[src/rtl/psi_pkg.sv]
// rtl/psi_pkg.sv - shared types and sizing helpers for the PSI set encoder
package psi_pkg;

  localparam int B_DEFAULT = 10;
  localparam int N_DEFAULT = 4;

  // Element index width; a universe of one element still needs a 1-bit index port
  function automatic int idx_width(input int width);
    return (width > 1) ? $clog2(width) : 1;
  endfunction

  typedef enum logic {
    COLLECT = 1'b0,
    FULL    = 1'b1
  } state_t;

endpackage

[src/rtl/psi_bitmap_acc.sv]
// rtl/psi_bitmap_acc.sv - one-hot element decode and per-party bitmap accumulator
module psi_bitmap_acc
  import psi_pkg::*;
#(
  parameter  int B  = B_DEFAULT,
  localparam int IW = idx_width(B)
) (
  input  logic          clk,
  input  logic          rst_n,
  input  logic          clr,
  input  logic          set_en,
  input  logic [IW-1:0] elem,
  output logic [B-1:0]  bitmap
);

  logic [B-1:0] cur;
  logic [B-1:0] hit;

  // Only indices below B have a decode line, so out-of-range elements set nothing
  for (genvar k = 0; k < B; k++) begin : g_dec
    assign hit[k] = set_en && (elem == IW'(k));
  end

  // bitmap already includes this cycle's beat so the closing beat lands in the slot
  assign bitmap = cur | hit;

  always_ff @(posedge clk or negedge rst_n) begin
    if (!rst_n) begin
      cur <= '0;
    end else if (clr) begin
      cur <= '0;
    end else if (set_en) begin
      cur <= bitmap;
    end
  end

endmodule

[src/rtl/psi_set_encoder.sv]
// rtl/psi_set_encoder.sv - packs n per-party membership bitmaps for the PSI stage
// Optional sticky out-of-range flag on err when PSI_RANGE_CHECK_EN is defined.
module psi_set_encoder
  import psi_pkg::*;
#(
  parameter  int b  = B_DEFAULT,
  parameter  int n  = N_DEFAULT,
  localparam int IW = idx_width(b),
  localparam int PW = $clog2(n)
) (
  input  logic            clk,
  input  logic            rst_n,
  input  logic            in_valid,
  output logic            in_ready,
  input  logic [IW-1:0]   in_elem,
  input  logic            in_null,
  input  logic            in_last,
  output logic            out_valid,
  input  logic            out_ready,
  output logic [n*b-1:0]  all_input,
  output logic            err
);

  state_t        state;
  state_t        state_next;
  logic [PW-1:0] party_idx;
  logic [b-1:0]  party_bitmap;
  logic          accept;
  logic          set_en;
  logic          close;
  logic          last_party;
  logic          drain;

  assign in_ready   = (state == COLLECT);
  assign out_valid  = (state == FULL);
  assign accept     = in_valid && in_ready;
  assign set_en     = accept && !in_null;
  assign close      = accept && in_last;
  assign last_party = (party_idx == PW'(n - 1));
  assign drain      = (state == FULL) && out_ready;

  psi_bitmap_acc #(.B(b)) u_acc (
    .clk    (clk),
    .rst_n  (rst_n),
    .clr    (close),
    .set_en (set_en),
    .elem   (in_elem),
    .bitmap (party_bitmap)
  );

  always_comb begin
    state_next = state;
    case (state)
      COLLECT: if (close && last_party) state_next = FULL;
      FULL:    if (out_ready)           state_next = COLLECT;
      default:                          state_next = COLLECT;
    endcase
  end

  always_ff @(posedge clk or negedge rst_n) begin
    if (!rst_n) begin
      state <= COLLECT;
    end else begin
      state <= state_next;
    end
  end

  always_ff @(posedge clk or negedge rst_n) begin
    if (!rst_n) begin
      party_idx <= '0;
    end else if (close) begin
      party_idx <= last_party ? '0 : party_idx + 1'b1;
    end
  end

  // close only happens in COLLECT and drain only in FULL, so they never collide
  always_ff @(posedge clk or negedge rst_n) begin
    if (!rst_n) begin
      all_input <= '0;
    end else if (close) begin
      for (int i = 0; i < n; i++) begin
        if (party_idx == PW'(i)) begin
          all_input[i*b +: b] <= party_bitmap;
        end
      end
    end else if (drain) begin
      all_input <= '0;
    end
  end

`ifdef PSI_RANGE_CHECK_EN
  localparam logic [IW:0] B_LIMIT = (IW + 1)'(b);

  always_ff @(posedge clk or negedge rst_n) begin
    if (!rst_n) begin
      err <= 1'b0;
    end else if (set_en && ({1'b0, in_elem} >= B_LIMIT)) begin
      err <= 1'b1;
    end
  end
`else
  assign err = 1'b0;
`endif

endmodule

[config.mk]
export PLATFORM = sky130hd
export DESIGN_NAME = psi_set_encoder
export DESIGN_NICKNAME = d
export VERILOG_FILES = /design/src/rtl/psi_pkg.sv /design/src/rtl/psi_bitmap_acc.sv /design/src/rtl/psi_set_encoder.sv
export SDC_FILE = /design/constraint.sdc
export NUM_CORES = 1
export LEC_CHECK = 0
export ABC_CLOCK_PERIOD_IN_PS = 3400
export BUFFER_PORTS_ARGS = -buffer_cell sky130_fd_sc_hd__buf_4
export CORE_ASPECT_RATIO = 0.7
export CORE_MARGIN = 4
export CORE_UTILIZATION = 57
export CTS_CLUSTER_DIAMETER = 150
export DETAILED_ROUTE_END_ITERATION = 16
export PLACE_DENSITY_LB_ADDON = 0.25
export SYNTH_ARGS = -nofsm -noshare
export SYNTH_HDL_FRONTEND = slang
export SYNTH_SLANG_ARGS = --single-unit
[constraint.sdc]
create_clock -name clk -period 3.4 [get_ports clk]
set_clock_uncertainty 0.1 [all_clocks]
set_input_delay 0.68 -clock clk [delete_from_list [all_inputs] [get_ports clk]]
set_output_delay 0.68 -clock clk [all_outputs]
set_load 0.01 [all_outputs]
==> impl_results.md, run 1 <==
- Status: complete, no violations
- Setup Slack @ Placement: 1.013 ns
- Worst Hold Class: in2async
- DRT iter0 DRCs: 101
- Remaining DRCs: 0
- Post-Synthesis Cell Area: 2310 sq um
- Routed WL: 4.888 mm
- Sink Count: 53
- Final Cycle Share: 0.6238
- Period minus WS final: 2.121 ns
- Unrepaired setup endpoints after global routing: false
- Die Area: 5151 sq um
- Setup violations, final: 0
- Final Hold Fails: 0
- Top-count cell post-synth: dfrtp_1
- Fmax: 471.5 MHz
- H-tree level count: 2
- Final worst slack: 1.279 ns
- Post-Synthesis Cells: 164
- Primary FF master, synth: dfrtp_1
- Area of the multi-input gates: 917.1 sq um
- Share of post-route cells with drive strength above 1: 0.4793
- Async SR Flop Fraction: 1.000
- CTS tree: built
- Setup TNS: 0 ns
- Clock transition at the registers of the reported paths: 0.10 ns
- Vias in the first global route: 1571
- Avg Cell Area, Syn: 14.08 sq um
- I/O pin count: 53
- Fin area: 2796 sq um
- Post-synthesis xor/xnor area fraction: 0
- Remaining Overflow, GRT: 0
- Hold Worst Slack: 0.2827 ns
- Power consumption: 1.472 mW
- # resized after CTS: 0
- Max-slew violation count: 0
- Distinct cells, synth: 30
- Core Region: 3923 sq um
- Crit path DAT: 2.23 ns
- Clk buf depth: 2
- Synth area leaders: dfrtp_1 57%, mux2_2 17%, a32o_1 2.6%, mux2_4 2.6%, a31oi_1 2.2%
- Pwr dens: 526.3 nW/um^2
- First-pass GRT wire length: 7.803 mm
- Layout Cells excl Fill: 269
- Nets@finish: 230
- Post-Place Cells: 261
- Clk root buf: clkbuf_8
- Max_cap viols: 0
- Total track usage: 0.2019
- Post-detail-place hpwl: 3.584 mm
- Port buffer count: 51
- Num CTS Buffers: 5
- Synth top cells by count: 53 x dfrtp_1, 34 x mux2_2, 13 x nor2_1, 8 x a31oi_1, 6 x a32o_1
- Via-to-Cell Ratio: 5.654
- Pin count of the biggest net entering global routing: 54
- Worst path required time: 3.50 ns
- Largest family of logic cells by synthesized area: multiplexers
- Clk Latency, worst-skew pair: 0.31 ns
- Register area: 1326 sq um
- Compound-Gate Fraction of Synth Area: 0.1013
- Initial Utilization: 0.5888
- Kind of critical path: reg2reg
- WL/cell: 18.17 um
- Register area share after synthesis: 0.5742
- P_leak: 1.458 nW
- Hold-fix buffers, CTS: 0
- Area leader, netlist: dfrtp_1
- Placer's final routability congestion estimate: 0.7896
- Post-layout util: 0.7129
- Area Growth Syn to Fin: 21.07%
- DR pass1 iterations: 4
- Synthesized Nets: 178
- Placed Area: 2710 sq um
- Max rail drop VDD: 0.0003795 V
- Worst Tran Pin Value: 0.8531 ns
- Adder-cell area share of the yosys netlist: 0.02167
- Post-DRT Antenna Nets: 0
- Worst setup EP type: flop
- Die Height: 61.26 um
- Post-synth EDFFs: 0
- Post-synthesis mux area share: 0.2015
- Vias post-DR: 1521
- Antenna cells: 0
- Number of synthesized register bits: 53
- Synth top area share: 0.5742
- Setup crit start kind: flop
- # Post-CTS Setup Buffers: 0
- Initial antenna violation count: 0
- Row count: 19
- Crit-path max FO: 10
- Die width: 84.09 um
- Fillers: 289
- Simple-Gate Fraction of Synth Area: 0.07096
- Slew HR: 0.4301
- Synth warn: 0
-- cell type report --
type                            count  share of cell area
Clock buffer                        5             0.02461
Multi-Input combinational cell    101              0.3280
Inverter                            3            0.004027
Timing Repair Buffer               52              0.1396
Tap cell                           52             0.02327
Clock inverter                      3            0.006264
Sequential cell                    53              0.4743
-- path summary, 6_finish.rpt --
path / startpoint / to / slack [ns] / cells after the start
worst max-delay path: out_valid / all_input[39] / 1.28 / 3
worst min-delay path: rst_n / all_input[18] / 0.28 / 1
worst max register to register: out_valid / all_input[39] / 1.28 / 3
worst min register to register: u_acc.cur[4] / u_acc.cur[4] / 0.41 / 2
max in group asynchronous: rst_n / all_input[4] / 2.50 / 1
min in group clk: u_acc.cur[4] / u_acc.cur[4] / 0.41 / 2
-- registers in the layout, indices dropped and copies added (netlist names) --
signal and count:
out_valid 1, party_idx 2, u_acc.cur 10, all_input 40
-- cell families (layout without fill, tap and decap cells) --
kind of cell               after synthesis  count (layout)
adders and majority gates                4               4
DFF                                     53              53
and+or+nand+nor                         29              29
muxes                                   40              40
buffers and inverters                   10              63
other                                    1               1
AOI/OAI and AO/OA                       27              27
-- layer usage --
metal | share of wire | vias up | GRT usage
met5 | 0 | - | 0
met4 | 0.023 | 0 | 0.09404
met3 | 0.061 | 11 | 0.06283
met2 | 0.50 | 49 | 0.3472
met1 | 0.41 | 754 | 0.2402
li1 | - | 707 | -
-- layout by cell type, fill, tap and decap left out, drive strengths merged, types with 2 or more instances in the layout --
master,Yosys,final
mux2,40,40
dfrtp,53,53
nor2b,3,3
and4bb,2,2
clkbuf,1,5
o21ai,3,3
a31oi,8,8
a22o,4,4
a41oi,2,2
buf,6,52
inv,3,3
a32o,6,6
a21oi,3,3
clkinv,0,2
nand2,3,3
and2,2,2
nor2,13,13
ha,4,4
-- power by group --
group | total [mW] | switching, mW | leakage, nW | internal, mW
clock network | 0.350 | 0.207 | 0.0439 | 0.142
registers | 0.745 | 0.0480 | 0.733 | 0.697
logic | 0.377 | 0.196 | 0.681 | 0.182
total | 1.47 | 0.451 | 1.46 | 1.02
-- critical path, stage by stage (launching register included) --
cell and delay, ns:
dfrtp_1 0.45, and3b_1 0.57, a21o_1 0.49, mux2_2 0.40
(Power assumes the default switching activity.)
==> run 2, diff against run 1 <==
- ABC_CLOCK_PERIOD_IN_PS: 3400 -> 1900
- CORE_UTILIZATION: 57 -> 48
- clock period: 3.4 -> 1.9 ns (I/O delays scaled with it)
==> run 2 against run 1 <==
  * Via count increased by 2.1%
  * Non-clock buffer count increased by 6
  * Wire length increased by 6.4%
  * Combinational power up 100%
  * Worst hold slack got worse by 0.27 ns
  * Critical path type unchanged
  * Critical endpoint is now all_input[36]
  * Largest cell class unchanged
==> impl_results.md, run 2 (same netlist as run 1, synthesis figures left out) <==
- Status: complete, no violations
- Remaining Overflow, GRT: 0 (unchanged)
- Share of post-route cells with drive strength above 1: 0.4978 (+0.01850)
- Pin count of the biggest net entering global routing: 54 (unchanged)
- Clk Latency, worst-skew pair: 0.29 ns (-0.02 ns)
- CP cell instances: and3b_1, buf_12, a21o_1, buf_4, mux2_1
- Max-slew violation count: 0 (unchanged)
- Psw: 0.8111 mW (+80%)
- Port buffer count: 51 (unchanged)
- Fin area: 2929 sq um (+4.7%)
- Nets@finish: 236 (+2.6%)
- Setup TNS: 0 ns (unchanged)
- Worst Hold Class: in2async
- Clock power frac: 0.271 (+0.033)
- Die Area: 6003 sq um (+17%)
- Post-layout util: 0.6539 (-0.05901)
- First-pass GRT wire length: 8.652 mm (+11%)
- Max rail drop VDD: 0.0004855 V (+28%)
- Die Height: 66.04 um (+7.8%)
- Post-DRT Antenna Nets: 0 (unchanged)
- Vias post-DR: 1553 (+2.1%)
- Row count: 20 (+1)
- Setup crit start kind: flop
- Vias in the first global route: 1658 (+5.5%)
- Clk buf depth: 2 (unchanged)
- Commonest non-fill, non-tap cell in the layout: buf_4
- Via-to-Cell Ratio: 5.586 (-1.2%)
- Crit path DAT: 1.88 ns (-0.35 ns)
- CTS tree: built
- Setup violations, final: 0 (unchanged)
- Clk root buf: clkbuf_8
- Slowest library cell on the worst path: dfrtp_2
- Core Region: 4479 sq um (+14%)
- Antenna cells: 0 (unchanged)
- Switching part of the total: 0.2813 (-0.02498)
- Worst path required time: 1.98 ns (-1.52 ns)
- Post-detail-place hpwl: 3.785 mm (+5.6%)
- Final Hold Fails: 0 (unchanged)
- Routed WL: 5.199 mm (+6.4%)
- WL/cell: 18.70 um (+2.9%)
- Period minus WS final: 1.806 ns (-0.3148 ns)
- Logic pwr share: 0.267 (+0.011)
- Max reg flops: 40 (unchanged)
- Unrepaired setup endpoints after global routing: false
- Die width: 90.91 um (+8.1%)
- Kind of critical path: reg2reg
- Clock transition at the registers of the reported paths: 0.09 ns (about the same)
- Most frequent cells in the layout: 54 x buf_4, 52 x dfrtp_1, 34 x mux2_2, 13 x nor2_1, 8 x a31oi_1
- Largest registers: all_input (40), u_acc.cur (10), party_idx (2)
- Initial antenna violation count: 0 (unchanged)
- DR pass1 iterations: 4 (unchanged)
- P_leak: 1.519 nW (+4.2%)
- Reg power frac: 0.463 (-0.043)
- Max_cap viols: 0 (unchanged)
- Top reg by flops: all_input
- Crit-path max FO: 26 (+16)
- Final Cycle Share: 0.9506 (+0.3268)
- Total track usage: 0.1876 (-0.01436)
- Area Growth Syn to Fin: 26.81%
- Sink Count: 53 (unchanged)
- DRT iter0 DRCs: 103 (+2.0%)
- Pwr dens: 984.5 nW/um^2 (+87%)
- Worst Tran Pin Value: 0.6671 ns (-0.1860 ns)
- H-tree level count: 2 (unchanged)
- I/O pin count: 53 (unchanged)
- P_int: 2.072 mW (+100%)
- Remaining DRCs: 0 (unchanged)
- CP max stage delay: 0.45 ns (-0.12 ns)
- Placed Area: 2761 sq um (+1.9%)
- Worst setup EP type: flop
- Num CTS Buffers: 5 (unchanged)
- Placer's final routability congestion estimate: 0.8472 (+7.3%)
- Initial Utilization: 0.5156 (-0.07319)
- Slew HR: 0.5553 (+0.1252)
- Fmax: 553.7 MHz (+17%)
- Hold Worst Slack: 0.01294 ns (-0.2697 ns)
-- run 2: final timing paths --
path	to	cells past startpoint	start	slack, ns
setup reg to reg	all_input[36]	5	out_valid	0.09
min in group clk	out_valid	2	out_ready	0.18
setup / recovery	all_input[36]	5	out_valid	0.09
hold / removal	u_acc.cur[7]	1	rst_n	0.01
max in group asynchronous	out_valid	1	rst_n	1.21
hold reg to reg	all_input[31]	1	all_input[31]	0.41
-- run 2: repair_timing --
action | in CTS | in global routing
setup buffers | 0 | 3
resized for setup | 0 | 2
hold buffers | 0 | 0
endpoints found under the setup margin | 0 | 29
-- run 2: through the flow --
step,std cells,worst slack [ns],power (mW)
after floorplan,164,0.2556,1.758
after global placement,267,0.05747,2.030
after detailed placement,267,0.003325,2.076
after CTS,275,0.04293,2.859
after global routing,278,0.001702,3.031
final,278,0.09381,2.884
-- run 2: power by group through the flow --
| stage | clock [mW] | sequential, mW | combinational [mW] |
|---|---|---|---|
| after floorplan | 0 | 1.38 | 0.382 |
| after global placement | 0 | 1.34 | 0.686 |
| after detailed placement | 0 | 1.36 | 0.720 |
| after CTS | 0.803 | 1.34 | 0.721 |
| after global routing | 0.851 | 1.35 | 0.826 |
| final | 0.780 | 1.33 | 0.769 |
-- run 2: area by class of cell --
type / count / area (sq um)
inverters: 3 / 11.26
clock buffers: 7 / 86.33
repair buffers: 58 / 485.5
fillers: 329 / 1550
multi-input cells: 101 / 919.6
flip-flops and latches: 53 / 1328
well taps: 55 / 68.82
clock inverters: 1 / 30.03
-- run 2: critical path, delay by kind of cell (launching register included) --
family                 cells  cell delay (ns)
AOI/OAI and AO/OA          1             0.20
buffers and inverters      2             0.34
DFF                        1             0.45
muxes                      1             0.32
and+or+nand+nor            1             0.27
-- run 2: layer usage --
layer / track usage / vias up / share of wire
met3: 0.04778 / 4 / 0.055
li1: - / 716 / -
met4: 0.04135 / 0 / 0.0087
met2: 0.3259 / 47 / 0.49
met1: 0.2400 / 786 / 0.45
met5: 0 / - / 0
==> run 3, diff against run 2 <==
- CORE_UTILIZATION: 48 -> 50
- GPL_TIMING_DRIVEN: default -> 0
- SYNTH_HIERARCHICAL: default -> 1
==> run 3 against run 2 <==
  * The run now ends with negative hold slack left
  * Critical path depth grew 1
  * Clock power shrank 17%
  * Highest routed layer unchanged
  * Cell count rose by 26%
  * Wire length increased by 24%
  * Total power increased by 24%
  * Sequential share of layout area down 7.5 points
  * Synthesized cell count grew 28%
  * Non-clock buffer count is 18 higher
  * First-iteration DRC count unchanged
==> impl_results.md, run 3 <==
- Status: finished with violations
- Failing checks: negative hold slack
- Synth top area share: 0.4836 (-0.09064)
- Via-to-Cell Ratio: 5.504 (-1.5%)
- Clock transition at the registers of the reported paths: 0.10 ns (about the same)
- Final worst slack: 0.04903 ns (-0.04478 ns)
- CTS tree: built
- Synth warn: 6 (+6)
- Max-slew violation count: 0 (unchanged)
- Clk root buf: clkbuf_8
- Crit path DAT: 2.01 ns (+0.13 ns)
- Async SR Flop Fraction: 1.000 (unchanged)
- Commonest non-fill, non-tap cell in the layout: buf_4
- First-pass GRT wire length: 10.18 mm (+18%)
- WL/cell: 18.38 um (-1.7%)
- Post-Synthesis Cell Area: 2743 sq um (+19%)
- Row count: 22 (+10%)
- Pin count of the biggest net entering global routing: 54 (unchanged)
- Register area share after synthesis: 0.4836 (-0.09064)
- Primary FF master, synth: dfrtp_1
- Final Hold Fails: 11 (+11)
- Hold Worst Slack: -0.01544 ns (-0.02838 ns)
- H-tree level count: 2 (unchanged)
- Period minus WS final: 1.851 ns (+0.04478 ns)
- Avg Cell Area, Syn: 13.06 sq um (-7.3%)
- P_leak: 1.786 nW (+18%)
- Antenna cells: 0 (unchanged)
- Placed Area: 3256 sq um (+18%)
- Fin area: 3511 sq um (+20%)
- WP depth: 6 (+1)
- Post-Synthesis Cells: 210 (+28%)
- Setup violations, final: 0 (unchanged)
- Hold-fix buffers, CTS: 0 (unchanged)
- Initial antenna violation count: 0 (unchanged)
- Number of synthesized register bits: 53 (unchanged)
- Post-Place Cells: 333 (+25%)
- Core Region: 5285 sq um (+18%)
- Most frequent cells in the layout: 64 x buf_4, 52 x dfrtp_1, 40 x mux2_4, 29 x a21boi_0, 14 x inv_1
- DRT iter0 DRCs: 103 (unchanged)
- Initial Utilization: 0.5189 (+0.003297)
- Synth top cells by count: 53 x dfrtp_1, 39 x mux2_4, 29 x a21boi_0, 14 x inv_1, 11 x a21boi_1
- Kind of critical path: reg2reg
- Remaining DRCs: 0 (unchanged)
- CP max stage delay: 0.45 ns (about the same)
- Fillers: 413 (+26%)
- Num CTS Buffers: 5 (unchanged)
- Distinct cells, synth: 29 (-3.3%)
- Die width: 96.52 um (+6.2%)
- Post-synth EDFFs: 0 (unchanged)
- Largest registers: all_input (40), u_acc/cur (10), party_idx (2)
- FF-to-FF path depth: 6 (+1)
- CP cell instances: nor3b_4, buf_4, nand3b_1, buf_6, o31ai_4, mux2_4
- Synthesized Nets: 224 (+26%)
- Slowest library cell on the worst path: dfrtp_2
- Routed WL: 6.451 mm (+24%)
- I/O pin count: 53 (unchanged)
- Die Area: 6753 sq um (+12%)
- Worst path required time: 2.05 ns (+0.07 ns)
- Unrepaired setup endpoints after global routing: true
- Vias in the first global route: 1892 (+14%)
- Die Height: 69.97 um (+6.0%)
- Worst Tran Pin Value: 0.6747 ns (+0.007591 ns)
- Fmax: 540.3 MHz (-2.4%)
- Area leader, netlist: dfrtp_1
- Max_cap viols: 0 (unchanged)
- Synth area leaders: dfrtp_1 48%, mux2_4 21%, a21boi_0 7.9%, a21boi_1 3.0%, inv_1 1.9%
- Buf/Inv on CP: 2 (unchanged)
- Final Cycle Share: 0.9742 (+0.02357)
- Slew HR: 0.5502 (-0.005060)
- DR pass1 iterations: 4 (unchanged)
- Max reg flops: 40 (unchanged)
- Pwr dens: 1018 nW/um^2 (+3.5%)
- Layout Cells excl Fill: 351 (+26%)
- Clk buf depth: 2 (unchanged)
- Placer's final routability congestion estimate: 0.8018 (-5.4%)
- Worst Hold Class: in2async
- Sink Count: 53 (unchanged)
- Top reg by flops: all_input
- Post-detail-place hpwl: 4.247 mm (+12%)
- Setup crit start kind: flop
- Post-DRT Antenna Nets: 0 (unchanged)
- Worst setup EP type: flop
- Vias post-DR: 1932 (+24%)
- Setup Slack @ Placement: -0.4579 ns (-0.4612 ns)
- Port buffer count: 51 (unchanged)
- Top-count cell post-synth: dfrtp_1
- Crit-path max FO: 6 (-77%)
- Max rail drop VDD: 0.0004176 V (-14%)
- Remaining Overflow, GRT: 0 (unchanged)
- Critical path's top delay family: flip-flops
- Clk Latency, worst-skew pair: 0.31 ns (+0.02 ns)
- Share of post-route cells with drive strength above 1: 0.4839 (-0.01389)
- Area Growth Syn to Fin: 28.01%
- Nets@finish: 292 (+24%)
- Total track usage: 0.1982 (+0.01060)
run 3: changes by cell type in the layout (fill, tap and decap cells not counted), sizes merged, moves of 8 or more:
cell	previous run	this run
buf	58	71
a21boi	0	40
inv	3	14
o22ai	0	8
nor2	13	1
a31oi	8	0
run 3: per-layer routing:
metal,share of wire,vias up,GRT usage,routed length [um]
met3,0.051,9,0.03445,326
met4,0.015,0,0.05754,96
met1,0.48,982,0.3046,3111
met2,0.45,60,0.2829,2917
met5,0,-,0,0
li1,-,881,-,-
run 3: per-stage QoR:
step / util / total power, mW / setup TNS, ns
finish: 0.6643 / 3.576 / 0
CTS: 0.6641 / 3.602 / -0.7739
floorplan: - / 2.344 / -0.03662
global placement: 0.6160 / 2.850 / -9.183
detailed placement: 0.6160 / 2.884 / -8.704
global route: 0.6643 / 3.761 / -0.007657
run 3: worst register-to-register path, stage by stage (launching register included):
cell,delay [ns]
dfrtp_2,0.45
nor3b_4,0.26
buf_4,0.16
nand3b_1,0.08
buf_6,0.15
o31ai_4,0.37
mux2_4,0.22
run 3: cell families (layout without fill, tap and decap cells):
group,Yosys count,in the layout,share of synthesized area
flip-flops,53,53,0.4836
other,1,1,0.001367
AND/OR/NAND/NOR,20,20,0.05474
adder cells (fa/ha/maj),4,4,0.01825
buffers and inverters,29,98,0.05474
multiplexers,42,42,0.2258
AO/OA/AOI/OAI,61,61,0.1615
run 3: final cells by class:
cell class / count / area (sq um) / share of cell area
Timing Repair Buffer: 63 / 476.7 / 0.1358
Tap cell: 72 / 90.09 / 0.02566
Sequential cell: 53 / 1328 / 0.3781
Multi-Input combinational cell: 128 / 1394 / 0.3970
Buffer: 13 / 82.58 / 0.02352
Clock buffer: 6 / 72.57 / 0.02067
Clock inverter: 2 / 15.01 / 0.004277
Inverter: 14 / 52.55 / 0.01497
run 3: final timing paths:
check	start	to	slack, ns
max	out_valid	all_input[34]	0.05
min	rst_n	all_input[31]	-0.02
max reg2reg	out_valid	all_input[34]	0.05
min reg2reg	u_acc/cur[0]	u_acc/cur[0]	0.43
max in group asynchronous	rst_n	out_valid	1.21
min in group clk	in_elem[3]	u_acc/cur[0]	0.21
run 3: report_power, final:
group	leakage, nW	switching (mW)	internal (mW)
Clock	0.0374	0.384	0.261
Sequential	0.726	0.148	1.36
Combinational	1.02	0.624	0.798
Total	1.79	1.16	2.42
run 3: what timing repair did:
action,CTS,global route
setup endpoints to repair,41,42
buffers inserted,9,3
resized for setup,19,2
pin swaps,6,2
